### src/rtl/alu_control_sequencer.sv
// Hardwired control sequencer: fetch (T0-T2) then a three-register ALU
// execute (T3-T5), emitting one step of datapath strobes per clock.
module alu_control_sequencer #(
    parameter int unsigned RCOUNT_W = 16
) (
    input  logic                clk,
    input  logic                clr,
    input  logic [31:0]         ir,
    input  logic                mem_ready,
    output logic                PCout,
    output logic                MARin,
    output logic                IncPC,
    output logic                Zin,
    output logic                Zlowout,
    output logic                PCin,
    output logic                Read,
    output logic                MDRin,
    output logic                MDRout,
    output logic                IRin,
    output logic                Yin,
    output logic                ADD,
    output logic                SUB,
    output logic                AND,
    output logic                OR,
    output logic [15:0]         Rin,
    output logic [15:0]         Rout,
    output logic                run,
    output logic [3:0]          state,
    output logic [RCOUNT_W-1:0] instr_count
);

    typedef enum logic [3:0] {
        S_RST  = 4'd0,
        S_T0   = 4'd1,
        S_T1   = 4'd2,
        S_T2   = 4'd3,
        S_T3   = 4'd4,
        S_T4   = 4'd5,
        S_T5   = 4'd6,
        S_HALT = 4'd7
    } state_e;

    localparam logic [4:0] OP_ADD  = 5'b00011;
    localparam logic [4:0] OP_SUB  = 5'b00100;
    localparam logic [4:0] OP_AND  = 5'b00101;
    localparam logic [4:0] OP_OR   = 5'b00110;
    localparam logic [4:0] OP_HALT = 5'b11011;

    state_e              state_q, state_d;
    logic                t1_wait_q, t1_wait_d;
    logic [RCOUNT_W-1:0] count_q, count_d;

    logic [4:0] opcode;
    logic [3:0] ra, rb, rc;
    logic       is_alu;

    assign opcode = ir[31:27];
    assign ra     = ir[26:23];
    assign rb     = ir[22:19];
    assign rc     = ir[18:15];
    assign is_alu = (opcode == OP_ADD) || (opcode == OP_SUB) ||
                    (opcode == OP_AND) || (opcode == OP_OR);

    assign state       = state_q;
    assign instr_count = count_q;

    always_ff @(posedge clk) begin
        if (clr) begin
            state_q   <= S_RST;
            t1_wait_q <= 1'b0;
            count_q   <= '0;
        end else begin
            state_q   <= state_d;
            t1_wait_q <= t1_wait_d;
            count_q   <= count_d;
        end
    end

    always_comb begin
        state_d   = state_q;
        t1_wait_d = 1'b0;
        count_d   = count_q;
        PCout     = 1'b0;
        MARin     = 1'b0;
        IncPC     = 1'b0;
        Zin       = 1'b0;
        Zlowout   = 1'b0;
        PCin      = 1'b0;
        Read      = 1'b0;
        MDRin     = 1'b0;
        MDRout    = 1'b0;
        IRin      = 1'b0;
        Yin       = 1'b0;
        ADD       = 1'b0;
        SUB       = 1'b0;
        AND       = 1'b0;
        OR        = 1'b0;
        Rin       = '0;
        Rout      = '0;
        run       = 1'b1;
        case (state_q)
            S_RST: state_d = S_T0;
            S_T0: begin
                PCout   = 1'b1;
                MARin   = 1'b1;
                IncPC   = 1'b1;
                Zin     = 1'b1;
                state_d = S_T1;
            end
            S_T1: begin
                // t1_wait_q marks repeat cycles so the PC loads only once
                Zlowout = 1'b1;
                PCin    = ~t1_wait_q;
                Read    = 1'b1;
                MDRin   = 1'b1;
                if (mem_ready) state_d = S_T2;
                else           t1_wait_d = 1'b1;
            end
            S_T2: begin
                MDRout  = 1'b1;
                IRin    = 1'b1;
                state_d = S_T3;
            end
            S_T3: begin
                if (is_alu) begin
                    Rout    = 16'h0001 << rb;
                    Yin     = 1'b1;
                    state_d = S_T4;
                end else if (opcode == OP_HALT) begin
                    state_d = S_HALT;
                end else begin
                    state_d = S_T0;
                end
            end
            S_T4: begin
                Rout    = 16'h0001 << rc;
                Zin     = 1'b1;
                ADD     = (opcode == OP_ADD);
                SUB     = (opcode == OP_SUB);
                AND     = (opcode == OP_AND);
                OR      = (opcode == OP_OR);
                state_d = S_T5;
            end
            S_T5: begin
                Zlowout = 1'b1;
                Rin     = 16'h0001 << ra;
                count_d = count_q + RCOUNT_W'(1);
                state_d = S_T0;
            end
            S_HALT: begin
                run     = 1'b0;
                state_d = S_HALT;
            end
            default: state_d = S_RST;
        endcase
    end

endmodule

### config.mk
export PLATFORM = sky130hd
export DESIGN_NAME = alu_control_sequencer
export DESIGN_NICKNAME = d
export VERILOG_FILES = /design/src/rtl/alu_control_sequencer.sv
export SDC_FILE = /design/constraint.sdc
export NUM_CORES = 1
export LEC_CHECK = 0
export BUFFER_PORTS_ARGS = -buffer_cell sky130_fd_sc_hd__buf_4
export CORE_MARGIN = 2
export CORE_UTILIZATION = 35
export CTS_BUF_LIST = sky130_fd_sc_hd__clkbuf_2
export CTS_CLUSTER_DIAMETER = 80
export CTS_CLUSTER_SIZE = 40
export DETAILED_ROUTE_END_ITERATION = 8
export PLACE_DENSITY = 0.7
export SYNTH_ARGS = -nofsm -noshare
export SYNTH_HDL_FRONTEND = slang
export SYNTH_SLANG_ARGS = --single-unit
### constraint.sdc
create_clock -name clk -period 5.25 [get_ports clk]
set_input_delay 0.7875 -clock clk [delete_from_list [all_inputs] [get_ports clk]]
set_output_delay 0.7875 -clock clk [all_outputs]
set_load 0.02 [all_outputs]
==> reports/metrics.csv, run 1 <==
metric;value;unit
worstPathArrival;2.58;ns
drt_iter0_drc;67;
setup_viol;0;
tns;0;ns
p_int;201;µW
status;finished clean;
cts.sinks;20;
postRouteAntennaNets;0;
place_ws;2.01;ns
max_stage_delay;0.60;ns
vias_per_cell;5.17;
finClkSkew;0.00124;ns
drive_gt1_share;34.7;%
power_switching;89.9;µW
io_buffers;86;
seqPwrFrac;55.2;%
grt_pass1_vias;1346;
syn_to_final_growth;47.3;%
clock_latency;0.30;ns
clkSlewWorstSetupHoldPaths;0.17;ns
cpLargestDelayFamily;simple AND/OR/NAND/NOR gates;
yosys_warnings;0;
sw_frac_of_total;30.9;%
hold_violations;0;
start_kind;flop;
cts_tree;yes;
synth_ff_type;dfxtp_1;
rsz0062_at_grt;false;
post-route-period-util;64.1;%
synth_area_per_cell;7.22;µm²
p_leak;0.865;nW
p_per_area;140;nW/µm²
die-area;4550;µm²
drc;0;
antenna_found_initial;0;
cts_hold_buffers;0;
synth_area_leaders;dfxtp_1 28%, nor2_1 9.3%, xnor2_1 5.6%;
fin_cells;324;
first_pass_iters;4;
synthCells;195;
die_w;67.4;µm
die_y;67.4;µm
syn-num-nets;231;
nNetsFinal;312;
drv_cap;0;
synth_edf_count;0;
grt_max_degree;22;
dp_cells;321;
clock_path_buffers;2;
clockPowerShare;20.0;%
num_io_pins;103;
async_flop_share;0;%
post_dp_cell_area;2060;µm²
hpwl;3.14;mm
setup_ws;1.88;ns
wl;3.89;mm
total_power;291;µW
ys_ff_latch;20;
worst-setup-path-type;reg -> out;
crit_slowest_cell;dfxtp_1;
grt_usage;16.0;%
wl_per_cell;12.0;µm
seq_area_frac_synth;28.4;%
grt-ovfl-total;0;
antennaDiodeCount;0;
syn_area;1410;µm²
cts_buffers;3;
path_cells;or3b_1 -> a2111oi_4 -> or3b_1 -> o32ai_1 -> buf_4;
grt_pass1_wl;5.84;mm
n_fill_cell;402;
combPwrFrac;24.8;%
slew_viol_final;0;
fin_area;2080;µm²
critPathMaxFanout;14;
initial_core_util;35.7;%
vias;1674;
layout_min_cycle_time;3.37;ns
synth.distinct_cells;38;
max_freq;297;MHz
worstPathRequired;4.46;ns
cpMostUsedCell;or3b_1;
cts_max_level;1;
rows;23;
min_path_type;reg -> reg;
yosysTopAreaCellShare;28.4;%
cts_resized;0;
cts_setup_buffers;0;
coreArea;3940;µm²
clock_tree.root_cell;clkbuf_2;
cp_num_buf_inv;1;
place_congestion;0.854;
cp-end-kind;output port;
synth_largest_area_cell;dfxtp_1;
vdd_drop_max;0.0000765;V
tightest hold or removal path, cell delays in order (launching register included):
cell     delay (ns)
dfxtp_1        0.37
o41ai_1        0.06
a21oi_1        0.06
per-layer routing:
layer | track usage, % | share of wire, % | wire [µm] | up-vias
met1 | 19.7 | 42 | 1650 | 758
met2 | 29.2 | 50 | 1940 | 63
met5 | 0 | 0 | 0 | -
met4 | 1.28 | 0.44 | 17 | 0
li1 | - | - | - | 851
met3 | 4.00 | 7.1 | 278 | 2
registers in the layout, summed over array words and instances (netlist names):
register,cells
state,3
t1_wait_q,1
instr_count,16
path summary, 6_finish.rpt:
check | start | slack [ns] | end | depth (start not counted)
max | state[2]$_SDFFE_PP0P_ | 1.88 | Rout[10] | 5
min reg2reg | instr_count[14]$_SDFFE_PP0P_ | 0.51 | instr_count[14]$_SDFFE_PP0P_ | 2
min | instr_count[14]$_SDFFE_PP0P_ | 0.51 | instr_count[14]$_SDFFE_PP0P_ | 2
max reg2reg | state[2]$_SDFFE_PP0P_ | 3.19 | instr_count[13]$_SDFFE_PP0P_ | 4
layout by cell type (no fill, tap or decap), types with 7 or more instances in the layout:
master    count
buf_4        86
nor2_1       35
dfxtp_1      20
nand2_1      17
nand3_1      12
nor3_1       10
o22ai_1       9
xnor2_1       9
nand2b_1      7
a21oi_1       7
Yosys cell counts (3+ instances only):
master / number
nor2_1: 35
dfxtp_1: 20
nand2_1: 17
nand3_1: 12
nor3_1: 10
o22ai_1: 9
xnor2_1: 9
a21oi_1: 7
nand2b_1: 7
nand3b_1: 6
nor4_1: 6
buf_4: 5
clkbuf_1: 5
inv_1: 5
nor2b_1: 5
o21ai_0: 4
nor3b_1: 3
o32ai_1: 3
or3_1: 3
logic make-up (layout without fill, tap and decap cells):
kind of cell               Yosys count  after routing  synth area share [%]
AOI/OAI and AO/OA                   30             30                  15.1
buffers and inverters               15             94                  5.33
adders and majority gates            1              1                 0.888
other                                1              1                 0.266
and+or+nand+nor                    116            116                  42.4
xor gates and xnor gates            11             11                  6.84
DFF                                 20             20                  28.4
muxes                                1              1                 0.799
stage by stage:
| stage | hold WS, ns | util, % |
|---|---|---|
| after floorplan | 0.557 | - |
| after detailed placement | 0.486 | 52.3 |
| final | 0.510 | 52.7 |
| after global routing | 0.544 | 52.7 |
| after CTS | 0.507 | 52.7 |
| after global placement | 0.480 | 52.3 |
power by group through the flow:
stage | logic, mW | clock network [mW] | registers, mW
floorplan | 0.0418 | 0 | 0.162
global placement | 0.0721 | 0 | 0.164
detailed placement | 0.0724 | 0 | 0.164
CTS | 0.0727 | 0.0612 | 0.161
global route | 0.0771 | 0.0661 | 0.162
finish | 0.0720 | 0.0583 | 0.161
final cells by class:
| type | count | area, µm² | area share [%] |
|---|---|---|---|
| repair buffers | 86 | 646 | 31.1 |
| well taps | 50 | 62.6 | 3.01 |
| clock buffers | 3 | 15.0 | 0.723 |
| inverters | 5 | 18.8 | 0.904 |
| flip-flops and latches | 20 | 400 | 19.3 |
| multi-input cells | 160 | 933 | 45.0 |
No activity file was read; power rests on OpenSTA's default activity.
==> run 2, diff against run 1 <==
--- a/config.mk
+++ b/config.mk
@@ -5,6 +5,7 @@
 export SDC_FILE = /design/constraint.sdc
 export NUM_CORES = 1
 export LEC_CHECK = 0
+export ABC_AREA = 1
 export BUFFER_PORTS_ARGS = -buffer_cell sky130_fd_sc_hd__buf_4
 export CORE_MARGIN = 2
 export CORE_UTILIZATION = 35
@@ -12,7 +13,7 @@
 export CTS_CLUSTER_DIAMETER = 80
 export CTS_CLUSTER_SIZE = 40
 export DETAILED_ROUTE_END_ITERATION = 8
-export PLACE_DENSITY = 0.7
+export PLACE_DENSITY = 0.67
 export SYNTH_ARGS = -nofsm -noshare
 export SYNTH_HDL_FRONTEND = slang
 export SYNTH_SLANG_ARGS = --single-unit
==> constraint.sdc (replaced) <==
create_clock -name clk -period 3.37 [get_ports clk]
set_input_delay 0.5055 -clock clk [delete_from_list [all_inputs] [get_ports clk]]
set_output_delay 0.5055 -clock clk [all_outputs]
set_load 0.02 [all_outputs]
==> run 2 against run 1 <==
  * Via count up 17%
  * Sequential power up 64%
  * Non-clock buffer count unchanged
  * Die area up 13%
  * Setup slack worse by 0.90 ns
  * Register-to-register slack worse by 1.2 ns
==> reports/metrics.csv, run 2 <==
metric;value;unit;change
status;finished clean;;unchanged
synth_area_leaders;dfxtp_1 25%, inv_1 10%, nor2_1 10%;;was dfxtp_1 28%, nor2_1 9.3%, xnor2_1 5.6%
async_flop_share;0;%;unchanged
cts_resized;0;;unchanged
postRouteAntennaNets;0;;unchanged
post-route-period-util;71.0;%;
r2r_end;instr_count[13]$_SDFFE_PP0P_;;unchanged
antennaDiodeCount;0;;unchanged
clkSlewWorstSetupHoldPaths;0.17;ns;about the same
max_freq;418;MHz;
n_fill_cell;476;;was 402
clock_tree.root_cell;clkbuf_2;;unchanged
grt-ovfl-total;0;;unchanged
io_buffers;86;;unchanged
hold_ws;0.413;ns;was 0.510 ns
drc;0;;unchanged
rrSetupSlack;1.96;ns;was 3.19 ns
drive_gt1_share;29.8;%;was 34.7%
clock_latency;0.32;ns;was 0.30 ns
yosys_warnings;0;;unchanged
synth.most_common_cell;inv_1;;was nor2_1
layout_min_cycle_time;2.39;ns;
cts_hold_buffers;0;;unchanged
finClkSkew;0.0102;ns;was 0.00124 ns
ys_ff_latch;20;;unchanged
place_congestion;0.839;;was 0.854
worstPathArrival;1.89;ns;was 2.58 ns
setup_viol;0;;unchanged
yosysTopAreaCellShare;24.9;%;was 28.4%
coreArea;4380;µm²;was 3940 µm²
cts_tree;yes;;unchanged
num_io_pins;103;;unchanged
cp-end-kind;output port;;unchanged
min_path_type;in -> reg;;was reg -> reg
rows;24;;was 23
grt_usage;17.0;%;was 16.0%
critPathMaxFanout;18;;was 14
die_y;71.8;µm;was 67.4 µm
synth.distinct_cells;26;;was 38
synth_area_per_cell;5.89;µm²;was 7.22 µm²
die-area;5160;µm²;was 4550 µm²
wl;4.53;mm;was 3.89 mm
synthCells;273;;was 195
nNetsFinal;387;;was 312
largest_reg_flops;16;;unchanged
endpoint;Rout[4];;was Rout[10]
final_common_cell;buf_4;;unchanged
antenna_found_initial;0;;unchanged
grt_max_degree;19;;was 22
hold_violations;0;;unchanged
syn_area;1610;µm²;was 1410 µm²
synth_edf_count;0;;unchanged
drt_iter0_drc;161;;was 67
vias;1965;;was 1674
syn-num-nets;309;;was 231
p_leak;1.05;nW;was 0.865 nW
wl_per_cell;11.3;µm;was 12.0 µm
die_w;71.8;µm;was 67.4 µm
grt_pass1_wl;7.32;mm;was 5.84 mm
slew_viol_final;0;;unchanged
reg2regPathDepth;7;;was 4
vias_per_cell;4.90;;was 5.17
synth_ff_type;dfxtp_1;;unchanged
first_pass_iters;6;;was 4
cts_setup_buffers;0;;unchanged
layout_common_cells;86 x buf_4, 44 x inv_1, 43 x nor2_1;;was 86 x buf_4, 35 x nor2_1, 20 x dfxtp_1
syn_to_final_growth;40.8;%;was 47.3%
worst-setup-path-type;reg -> out;;unchanged
worstPathRequired;2.86;ns;was 4.46 ns
grt_pass1_vias;1659;;was 1346
hpwl;3.60;mm;was 3.14 mm
multiInputGateArea;960;µm²;was 933 µm²
rsz0062_at_grt;false;;unchanged
clock_path_buffers;2;;unchanged
p_per_area;271;nW/µm²;was 140 nW/µm²
synth_largest_area_cell;dfxtp_1;;unchanged
cts.sinks;20;;unchanged
tns;0;ns;unchanged
synthTopCellsByCount;44 x inv_1, 43 x nor2_1, 42 x nand2_1;;was 35 x nor2_1, 20 x dfxtp_1, 17 x nand2_1
critical_path.startpoint;state[2]$_SDFFE_PP0P_;;unchanged
r2r-start;state[2]$_SDFFE_PP0P_;;unchanged
vdd_drop_max;0.000120;V;was 0.0000765 V
seq_area;400;µm²;unchanged
fin_area;2270;µm²;was 2080 µm²
initial_core_util;36.7;%;was 35.7%
drv_cap;0;;unchanged
cts_max_level;1;;unchanged
start_kind;flop;;unchanged
seq_area_frac_synth;24.9;%;was 28.4%
cts_buffers;3;;unchanged
post_dp_cell_area;2250;µm²;was 2060 µm²
run 2: cell count changes after synthesis, sizes merged, moves of 7 or more:
cell,delta
nor2,+15
inv,+43
nand2,+25
nand3,+11
nand2b,-7
xnor2,-9
nand4,+18
o21ai,+14
run 2: final cells by class:
| cell class | count | area share [%] |
|---|---|---|
| clock buffers | 3 | 0.663 |
| inverters | 48 | 7.95 |
| multi-input cells | 192 | 42.4 |
| flip-flops and latches | 20 | 17.7 |
| well taps | 52 | 2.87 |
| repair buffers | 86 | 28.5 |
run 2: cells by family (layout without fill, tap and decap cells):
logic type      Yosys count  in the layout  share of synthesized area [%]
simple gates            150            150                           45.2
buf+inv                  61            137                           15.5
compound gates           38             38                           12.4
flops                    20             20                           24.9
xor+xnor                  2              2                           1.09
fa+ha+maj                 1              1                          0.777
other cells               1              1                          0.233
run 2: worst max-delay path, stage by stage (launching register included):
cell and delay, ns:
dfxtp_1 0.56, nand3_1 0.15, inv_1 0.07, nand2_1 0.28, o21ai_0 0.33, buf_4 0.19
run 2: how the worst min path moves through the flow:
stage / end / cells past startpoint / slack [ns] / from
floorplan: instr_count[8]$_SDFFE_PP0P_ / 2 / 0.53 / instr_count[8]$_SDFFE_PP0P_
global placement: instr_count[8]$_SDFFE_PP0P_ / 2 / 0.47 / instr_count[8]$_SDFFE_PP0P_
detailed placement: instr_count[10]$_SDFFE_PP0P_ / 2 / 0.47 / instr_count[10]$_SDFFE_PP0P_
CTS: state[2]$_SDFFE_PP0P_ / 2 / 0.41 / clr
global route: state[2]$_SDFFE_PP0P_ / 2 / 0.38 / clr
finish: state[2]$_SDFFE_PP0P_ / 2 / 0.41 / clr
run 2: per-stage QoR:
| stage | power (mW) | utilization, % | setup WS (ns) | std cells |
|---|---|---|---|---|
| finish | 0.613 | 51.7 | 0.978 | 401 |
| global route | 0.647 | 51.7 | 0.779 | 401 |
| CTS | 0.618 | 51.7 | 0.945 | 401 |
| detailed placement | 0.523 | 51.3 | 1.08 | 398 |
| global placement | 0.521 | 51.3 | 1.11 | 398 |
| floorplan | 0.434 | - | 1.28 | 273 |
run 2: routing by layer:
metal  up-vias  GRT usage (%)  part of all wire [%]
met5         -              0                     0
met4         0           3.77                  0.93
met3         6           1.83                   7.3
met2        84           29.1                    48
met1       840           22.9                    43
li1       1035              -                     -
run 2: report_power, final:
group | switching (mW) | internal [mW]
Sequential | 0.0176 | 0.247
Clock | 0.0725 | 0.0243
Combinational | 0.156 | 0.0959
==> run 3, diff against run 2 <==
--- a/config.mk
+++ b/config.mk
@@ -5,7 +5,7 @@
 export SDC_FILE = /design/constraint.sdc
 export NUM_CORES = 1
 export LEC_CHECK = 0
-export ABC_AREA = 1
+export ABC_AREA = 0
 export BUFFER_PORTS_ARGS = -buffer_cell sky130_fd_sc_hd__buf_4
 export CORE_MARGIN = 2
 export CORE_UTILIZATION = 35
@@ -13,7 +13,7 @@
 export CTS_CLUSTER_DIAMETER = 80
 export CTS_CLUSTER_SIZE = 40
 export DETAILED_ROUTE_END_ITERATION = 8
-export PLACE_DENSITY = 0.67
+export PLACE_DENSITY = 0.73
 export SYNTH_ARGS = -nofsm -noshare
 export SYNTH_HDL_FRONTEND = slang
 export SYNTH_SLANG_ARGS = --single-unit
==> constraint.sdc (replaced) <==
create_clock -name clk -period 1.95 [get_ports clk]
set_input_delay 0.2925 -clock clk [delete_from_list [all_inputs] [get_ports clk]]
set_output_delay 0.2925 -clock clk [all_outputs]
set_load 0.02 [all_outputs]
==> run 3 against run 2 <==
  * The run now ends with setup timing left
  * Non-clock buffer count grew 17
  * Global-route usage increased by 2.1 points
  * Via count fell by 7.6%
==> reports/metrics.csv, run 3 (same netlist as run 1, synthesis figures left out) <==
metric;value;unit;change
grt_max_degree;22;;was 19
max_stage_delay;0.50;ns;was 0.56 ns
violations;setup timing;;
worstPathArrival;2.11;ns;was 1.89 ns
place_ws;-0.165;ns;was 1.08 ns
fin_cells;342;;was 401
finClkSkew;0.00918;ns;was 0.0102 ns
cts_tree;yes;;unchanged
p_leak;1.01;nW;was 1.05 nW
grt_pass1_vias;1543;;was 1659
clockPowerShare;20.6;%;was 15.8%
path_cells;or3b_4 -> a2111oi_4 -> or3b_4 -> o32ai_4 -> buf_6;;was nand3_1 -> inv_1 -> nand2_1 -> o21ai_0 -> buf_4
antenna_found_initial;0;;unchanged
power_switching;287;µW;was 246 µW
clock_path_buffers;2;;unchanged
p_per_area;334;nW/µm²;was 271 nW/µm²
dp_cells;333;;was 398
largest_reg_flops;16;;unchanged
worstPathRequired;1.66;ns;was 2.86 ns
postRouteAntennaNets;0;;unchanged
cts_buffers;3;;unchanged
antennaDiodeCount;0;;unchanged
coreArea;3940;µm²;was 4380 µm²
drt_iter0_drc;114;;was 161
die-area;4550;µm²;was 5160 µm²
combPwrFrac;30.4;%;was 41.1%
clock_latency;0.33;ns;was 0.32 ns
io_buffers;86;;unchanged
vias;1815;;was 1965
setup_viol;20;;was 0
min_path_cells;2;;unchanged
first_pass_iters;4;;was 6
seqPwrFrac;49.0;%;was 43.1%
wl;4.69;mm;was 4.53 mm
clkSlewWorstSetupHoldPaths;0.19;ns;was 0.17 ns
hold_violations;0;;unchanged
critPathMaxFanout;4;;was 18
multiInputGateArea;1210;µm²;was 960 µm²
vias_per_cell;5.31;;was 4.90
p_int;568;µW;was 367 µW
cts_max_level;1;;unchanged
start_kind;flop;;unchanged
grt-ovfl-total;0;;unchanged
grt_pass1_wl;6.90;mm;was 7.32 mm
rows;23;;was 24
sw_frac_of_total;33.5;%;was 40.2%
reg2regPathDepth;6;;was 7
drv_cap;0;;unchanged
place_congestion;0.812;;was 0.839
crit_slowest_cell;or3b_4;;was dfxtp_1
worst-setup-path-type;reg -> out;;unchanged
vdd_drop_max;0.000269;V;was 0.000120 V
grt_usage;19.1;%;was 17.0%
min_path_type;in -> reg;;unchanged
setup_ws;-0.448;ns;was 0.978 ns
drc;0;;unchanged
post-route-period-util;123;%;
syn_to_final_growth;81.5;%;was 40.8%
layout_min_cycle_time;2.40;ns;
final_common_cell;buf_4;;unchanged
hpwl;3.50;mm;was 3.60 mm
slew_viol_final;0;;unchanged
n_fill_cell;348;;was 476
cts.sinks;20;;unchanged
num_io_pins;103;;unchanged
max_freq;417;MHz;
cts_hold_buffers;0;;unchanged
drive_gt1_share;53.8;%;was 29.8%
layout_common_cells;84 x buf_4, 29 x nor2_1, 19 x buf_6;;was 86 x buf_4, 44 x inv_1, 43 x nor2_1
initial_core_util;35.7;%;was 36.7%
cpMostUsedCell;or3b_4;;
die_w;67.4;µm;was 71.8 µm
die_y;67.4;µm;was 71.8 µm
rsz0062_at_grt;true;;was false
cp-end-kind;output port;;unchanged
seq_area;407;µm²;was 400 µm²
wl_per_cell;13.7;µm;was 11.3 µm
status;finished, violations left;;was finished clean
nNetsFinal;329;;was 387
clock_tree.root_cell;clkbuf_2;;unchanged
## run 3: changes by cell type in the layout (fill, tap and decap cells not counted), moves of 10 or more
cell / change
buf_6: +19
inv_1: -39
o21ai_0: -16
nand4_1: -18
nand2_1: -26
nand3_1: -10
nor2_1: -14
## run 3: worst paths after layout
kind	end	startpoint	slack, ns
worst min-delay path	t1_wait_q$_SDFF_PP0_	mem_ready	0.09
worst min register to register	instr_count[1]$_SDFFE_PP0P_	instr_count[1]$_SDFFE_PP0P_	0.51
worst max register to register	instr_count[13]$_SDFFE_PP0P_	state[0]$_SDFFE_PP0P_	0.05
worst max-delay path	Rout[8]	state[2]$_SDFFE_PP0P_	-0.45
## run 3: per-layer routing
metal  vias up  wire length [µm]  track usage, %
met4         0                95            6.38
li1        887                 -               -
met2        61              2350            33.9
met1       854              1990            23.7
met3        13               253            2.50
met5         -                 0               0
## run 3: through the flow
step	cell area (µm²)	hold WS (ns)	total power [mW]	TNS (ns)	util (%)
after floorplan	1580	0.372	0.563	-2.18	-
after global placement	2320	0.467	0.666	-1.52	58.8
after detailed placement	2320	0.470	0.670	-1.54	58.8
after CTS	2400	0.0902	0.843	-6.65	61.0
after global routing	2560	0.0849	0.889	-8.89	64.9
final	2560	0.0946	0.855	-6.40	64.9
## run 3: what timing repair did
action | in CTS | in global routing
buffers inserted | 1 | 4
pin swaps | 1 | 5
setup endpoints to repair | 26 | 38
resized for setup | 17 | 28
## run 3: worst max-delay path: cells and delay by family, from the launching register on
| kind | cells | cell delay [ns] |
|---|---|---|
| flip-flops | 1 | 0.38 |
| AO/OA/AOI/OAI | 2 | 0.35 |
| AND/OR/NAND/NOR | 2 | 0.88 |
| buffers and inverters | 1 | 0.16 |
## run 3: cell type report
class / instances / area share [%]
tap: 50 / 2.45
inverter: 5 / 0.734
multi-input combinational: 160 / 47.2
sequential: 20 / 15.9
clock buffer: 3 / 0.587
clock inverter: 1 / 0.147
timing repair buffer: 103 / 33.0
## run 3: power by group through the flow
stage	Clock, mW	Combinational (mW)	Sequential, mW
6_report	0.176	0.260	0.419
5_1_grt	0.190	0.279	0.420
4_1_cts	0.178	0.245	0.419
3_5_place_dp	0	0.242	0.428
3_3_place_gp	0	0.239	0.427
2_1_floorplan	0	0.127	0.437
